**config.mk**
```make
export PLATFORM = sky130hd
export DESIGN_NAME = bcd_scan_ctrl
export DESIGN_NICKNAME = d
export VERILOG_FILES = /design/src/rtl/bcd_scan_ctrl.sv
export SDC_FILE = /design/constraint.sdc
export NUM_CORES = 1
export LEC_CHECK = 0
export CAP_MARGIN = 5
export CELL_PAD_IN_SITES_DETAIL_PLACEMENT = 1
export CELL_PAD_IN_SITES_GLOBAL_PLACEMENT = 2
export CORE_MARGIN = 2
export CORE_UTILIZATION = 29
export CTS_CLUSTER_DIAMETER = 30
export DETAILED_ROUTE_END_ITERATION = 12
export MAX_ROUTING_LAYER = met4
export PLACE_DENSITY_LB_ADDON = 0.15
export SLEW_MARGIN = 10
export SYNTH_ARGS = -nofsm -noshare
export SYNTH_HDL_FRONTEND = slang
export SYNTH_SLANG_ARGS = --single-unit
export TNS_END_PERCENT = 10
```
**constraint.sdc**
```tcl
create_clock -name clk -period 2.3 [get_ports clk]
set_clock_uncertainty 0.2 [all_clocks]
set_input_delay 0.575 -clock clk [delete_from_list [all_inputs] [get_ports clk]]
set_output_delay 0.575 -clock clk [all_outputs]
set_load 0.03 [all_outputs]
```
**src/rtl/bcd_scan_ctrl.sv**
```systemverilog
// Multiplexed 7-segment scan controller sharing one external BCD decoder.
// Frame-aligned value updates, anti-ghost blanking, leading-zero suppression.
module bcd_scan_ctrl #(
  parameter int NUM_DIGITS   = 4,
  parameter int REFRESH_DIV  = 1000,
  parameter int BLANK_CYCLES = 2
) (
  input  logic                    clk,
  input  logic                    rst_n,
  input  logic                    enable,
  input  logic                    lz_suppress,
  input  logic                    load,
  input  logic [4*NUM_DIGITS-1:0] bcd_in,
  output logic [3:0]              bcd_out,
  input  logic [6:0]              seg_in,
  output logic [6:0]              seg_out,
  output logic [NUM_DIGITS-1:0]   dig_en,
  output logic                    load_ack,
  output logic                    frame_done,
  output logic                    digit_err
);

  localparam int CW = $clog2(REFRESH_DIV);
  localparam int IW = $clog2(NUM_DIGITS);
  localparam int DW = 4*NUM_DIGITS;

  logic [IW-1:0] idx_q, idx_d;
  logic [CW-1:0] cnt_q, cnt_d;
  logic [DW-1:0] active_q, active_d;
  logic [DW-1:0] shadow_q, shadow_d;
  logic          pending_q, pending_d;
  logic          ack_q, ack_d;
  logic          fd_q, fd_d;
  logic          err_q, err_d;

  logic [3:0]            nib;
  logic [NUM_DIGITS-1:0] zero_up;
  logic                  run;
  logic                  lz_hit;
  logic                  show;
  logic                  bad;
  logic                  dark;
  logic                  last_cnt;
  logic                  last_idx;
  logic                  boundary;

  always_ff @(posedge clk or negedge rst_n) begin
    if (!rst_n) begin
      idx_q     <= '0;
      cnt_q     <= '0;
      active_q  <= '0;
      shadow_q  <= '0;
      pending_q <= 1'b0;
      ack_q     <= 1'b0;
      fd_q      <= 1'b0;
      err_q     <= 1'b0;
    end else begin
      idx_q     <= idx_d;
      cnt_q     <= cnt_d;
      active_q  <= active_d;
      shadow_q  <= shadow_d;
      pending_q <= pending_d;
      ack_q     <= ack_d;
      fd_q      <= fd_d;
      err_q     <= err_d;
    end
  end

  // zero_up[k]: every active nibble from k up to the top digit is zero
  always_comb begin
    zero_up = '0;
    run     = 1'b1;
    for (int k = NUM_DIGITS-1; k >= 0; k--) begin
      run        = run & (active_q[4*k +: 4] == 4'd0);
      zero_up[k] = run;
    end
  end

  always_comb begin
    nib    = '0;
    lz_hit = 1'b0;
    for (int k = 0; k < NUM_DIGITS; k++) begin
      if (idx_q == IW'(k)) begin
        nib    = active_q[4*k +: 4];
        lz_hit = zero_up[k];
      end
    end
  end

  assign last_cnt = (cnt_q == CW'(REFRESH_DIV-1));
  assign last_idx = (idx_q == IW'(NUM_DIGITS-1));
  assign boundary = enable & last_cnt & last_idx;
  assign show     = enable & (cnt_q >= CW'(BLANK_CYCLES));
  assign bad      = (nib > 4'd9);
  assign dark     = bad | (lz_suppress & (idx_q != '0) & lz_hit);

  always_comb begin
    idx_d     = idx_q;
    cnt_d     = cnt_q;
    active_d  = active_q;
    shadow_d  = shadow_q;
    pending_d = pending_q;
    ack_d     = 1'b0;
    fd_d      = boundary;
    if (!enable) begin
      idx_d = '0;
      cnt_d = '0;
    end else if (last_cnt) begin
      cnt_d = '0;
      idx_d = last_idx ? '0 : idx_q + 1'b1;
    end else begin
      cnt_d = cnt_q + 1'b1;
    end
    // a load on the boundary itself skips the shadow stage
    if (load && boundary) begin
      active_d  = bcd_in;
      pending_d = 1'b0;
      ack_d     = 1'b1;
    end else begin
      if (boundary && pending_q) begin
        active_d  = shadow_q;
        pending_d = 1'b0;
        ack_d     = 1'b1;
      end
      if (load) begin
        shadow_d  = bcd_in;
        pending_d = 1'b1;
      end
    end
    err_d = ack_d ? 1'b0 : (err_q | (show & bad));
  end

  always_comb begin
    dig_en     = '0;
    seg_out    = '0;
    bcd_out    = nib;
    load_ack   = ack_q;
    frame_done = fd_q;
    digit_err  = err_q;
    if (show) begin
      dig_en  = NUM_DIGITS'(1) << idx_q;
      seg_out = dark ? 7'd0 : seg_in;
    end
  end

endmodule

```
==> results.yml <==
power:
  netSwitchingPower_uw: 466.6
  leakage_nw: 1.629
  p_per_area_mw_per_mm2: 480.4
  clockPowerShare_pct: 35.1
  p_comb_share_pct: 16.4
  intPower_mw: 1.378
  switching_share_pct: 25.30
  p_seq_share_pct: 48.5
  peakVddDrop_v: 0.0002843
die:
  start_util_pct: 29.66
  dieArea_mm2: 0.009109
  rows: 33
  coreArea_mm2: 0.008175
  io_pins: 46
  die_w_um: 95.44
  die_h_um: 95.44
outcome:
  violations: "negative setup slack"
  status: "complete, but fails checks"
setup_path:
  cp-start-kind: "register"
  crit_fanout: 8
  critical_path_class: "register to primary output"
  cp.arrival_ps: 2190
  required_ps: 1520
  r2r-end: "shadow_q[0]"
  r2r-start: "cnt_q[1]"
  end_kind: "primary output"
  r2r_cells: 7
  ff2ff_setup_slack_ps: 100
synth:
  synth.largest_area_cell: "dfrtp_1"
  ys_seq_area_share_pct: 49.54
  yosysMostFrequentCell: "dfrtp_1"
  synthCells: 234
  avgSynthCellArea_um2: 10.36
  synth_ff_type: "dfrtp_1"
  synthTopCellsByCount: "48 x dfrtp_1, 27 x nand2_1, 19 x nor2_1, 16 x o22ai_1, 15 x o21ai_0"
  syn_nets: 268
  synth_cell_types: 39
  ys_async_sr_fraction_pct: 100.0
  netlist_top_cells_area: "dfrtp_1 50%, mux2_4 6.2%, nand2_1 4.2%"
  synthesis.area_mm2: 0.002425
  synth_edf_count: 0
  ys_warn_count: 0
  ys_seq_elements: 48
  yosysTopAreaCellShare_pct: 49.54
timing:
  fmax_mhz: 337.1
  finalSetupTns_ps: -7243
  tightest_slew_ps: 342.2
  grt_setup_unrepaired: "true"
  fin_crit_ps: 2967
  setup_viol: 15
  finalMaxSlewViolations: 0
  relSlewSlack_pct: 77.13
  postLayoutSetupSlackWorst_ps: -666.7
  finalCritPeriodShare_pct: 129.0
  hold_violations: 0
drt:
  wire_per_inst_um: 15.67
  vias: 2038
  ant_nets: 0
  drc: 0
  drt-pass1-iter-count: 4
  drt_wl_total_um: 6785
  drt-vias-per-instance: 4.707
  drt-initial-drc-count: 57
placement:
  dp.cells: 416
  dpl_cell_area_mm2: 0.003398
  pre_cts_ws_ps: -617.6
  gp_congestion: 0.8081
  portBuffers: 45
  hpwl_um: 4783
global_route:
  grt_overflow: 0
  track_usage_pct: 15.97
  grt_max_degree: 49
  antenna_found_initial: 0
  grt_pass1_wl_um: 10680
  grt_pass1_vias: 2138
cts:
  path_clk_slew_ps: 90
  clockBufferDepth: 2
  cts_buffers: 5
  clk_latency_ps: 320
  root_buffer: "clkbuf_8"
  htree_levels: 2
  holdBufCountCts: 0
  clock_sink_count: 48
  cts_tree: "yes"
final_layout:
  final_cell_count_no_fill: 433
  seq_area_mm2: 0.001204
  synthToLayoutAreaGrowth_pct: 58.31
  drive_above_1_share_pct: 39.63
  fin_util_pct: 46.95
  finalNetCount: 361
  multi_input_area_mm2: 0.001411
  fillers: 893
  fin_area_mm2: 0.003839
  antenna_cells: 0
min_path:
  hold_path_class: "input port to asynchronous set/reset pin"
flow_run:
  maxCapViolations: 0
-- worst max-delay path, cell delays in order, from the launching register on --
cell and delay (ps):
dfrtp_2 440, inv_2 100, buf_6 100, ha_4 140, buf_12 100, nand3b_1 70
a221o_1 340, o2bb2a_4 360, nor3b_4 70, buf_6 140
-- per-stage QoR --
stage,hold WS [ps],power (mW)
5_1_grt,41.10,1.943
6_report,30.92,1.844
3_5_place_dp,284.7,1.195
4_1_cts,35.69,1.879
2_1_floorplan,79.41,1.049
3_3_place_gp,279.9,1.189
-- timing repair --
action	in CTS	in global routing
pin swaps	14	12
gates resized for setup	46	12
buffers inserted	6	5
setup endpoints to repair	30	44
-- metal layers --
layer  track usage, %  part of all wire [%]  wire length (µm)
met1            21.18                    49              3331
met2            24.18                    45              3049
met3            3.636                   4.4               298
met4            5.357                   1.6               106
met5                -                     0                 0
-- registers in the layout, summed over array words and instances, names as in the netlist --
signal	count
active_q	16
cnt_q	10
digit_err	1
frame_done	1
idx_q	2
load_ack	1
pending_q	1
shadow_q	16
-- layout make-up --
class / instances / share of cell area (%)
Multi-Input combinational cell: 167 / 36.77
Tap cell: 105 / 3.422
Clock buffer: 5 / 1.793
Clock inverter: 3 / 1.239
Sequential cell: 48 / 31.36
Timing Repair Buffer: 98 / 24.74
Inverter: 7 / 0.6845
-- worst max path at each step --
stage	from	end	slack [ps]	depth (start not counted)
after global routing	idx_q[1]	seg_out[1]	-800	11
final	idx_q[1]	seg_out[5]	-670	9
after floorplan	idx_q[1]	seg_out[0]	-600	7
after global placement	enable	seg_out[3]	-580	7
after detailed placement	enable	seg_out[1]	-620	7
after CTS	idx_q[1]	seg_out[1]	-630	7
-- cell families (layout without fill, tap and decap cells) --
| group | Yosys count | in the layout | share of synthesized area (%) |
|---|---|---|---|
| AND/OR/NAND/NOR | 88 | 88 | 18.37 |
| adder cells (fa/ha/maj) | 6 | 6 | 3.096 |
| buffers and inverters | 19 | 113 | 4.025 |
| multiplexers | 17 | 17 | 9.391 |
| flip-flops | 48 | 48 | 49.54 |
| XOR/XNOR | 8 | 8 | 2.890 |
| AO/OA/AOI/OAI | 48 | 48 | 12.69 |
-- cell usage in the layout, fill, tap and decap left out, types with 3 or more instances in the layout --
master,Yosys,final
a211oi_4,0,3
a21oi_1,3,3
and2_4,0,4
buf_12,1,4
buf_4,0,40
buf_6,1,23
clkbuf_8,0,5
clkdlybuf4s50_1,0,29
dfrtp_1,48,46
ha_4,0,4
inv_1,7,5
mux2_2,6,6
mux2_4,10,10
nand2_1,27,26
nand3_1,7,6
nand3b_1,3,3
nor2_1,19,19
nor2b_1,3,3
nor3_1,4,4
nor3b_2,0,3
nor3b_4,0,7
o21ai_0,15,15
o22ai_1,16,16
xnor2_1,6,6
-- power by group through the flow --
| stage | clock, mW | sequential, mW | combinational, mW |
|---|---|---|---|
| after detailed placement | 0 | 0.910 | 0.285 |
| after CTS | 0.674 | 0.894 | 0.310 |
| after global routing | 0.714 | 0.899 | 0.329 |
| after floorplan | 0 | 0.909 | 0.140 |
| after global placement | 0 | 0.908 | 0.280 |
| final | 0.647 | 0.894 | 0.303 |
(Power assumes the default switching activity.)
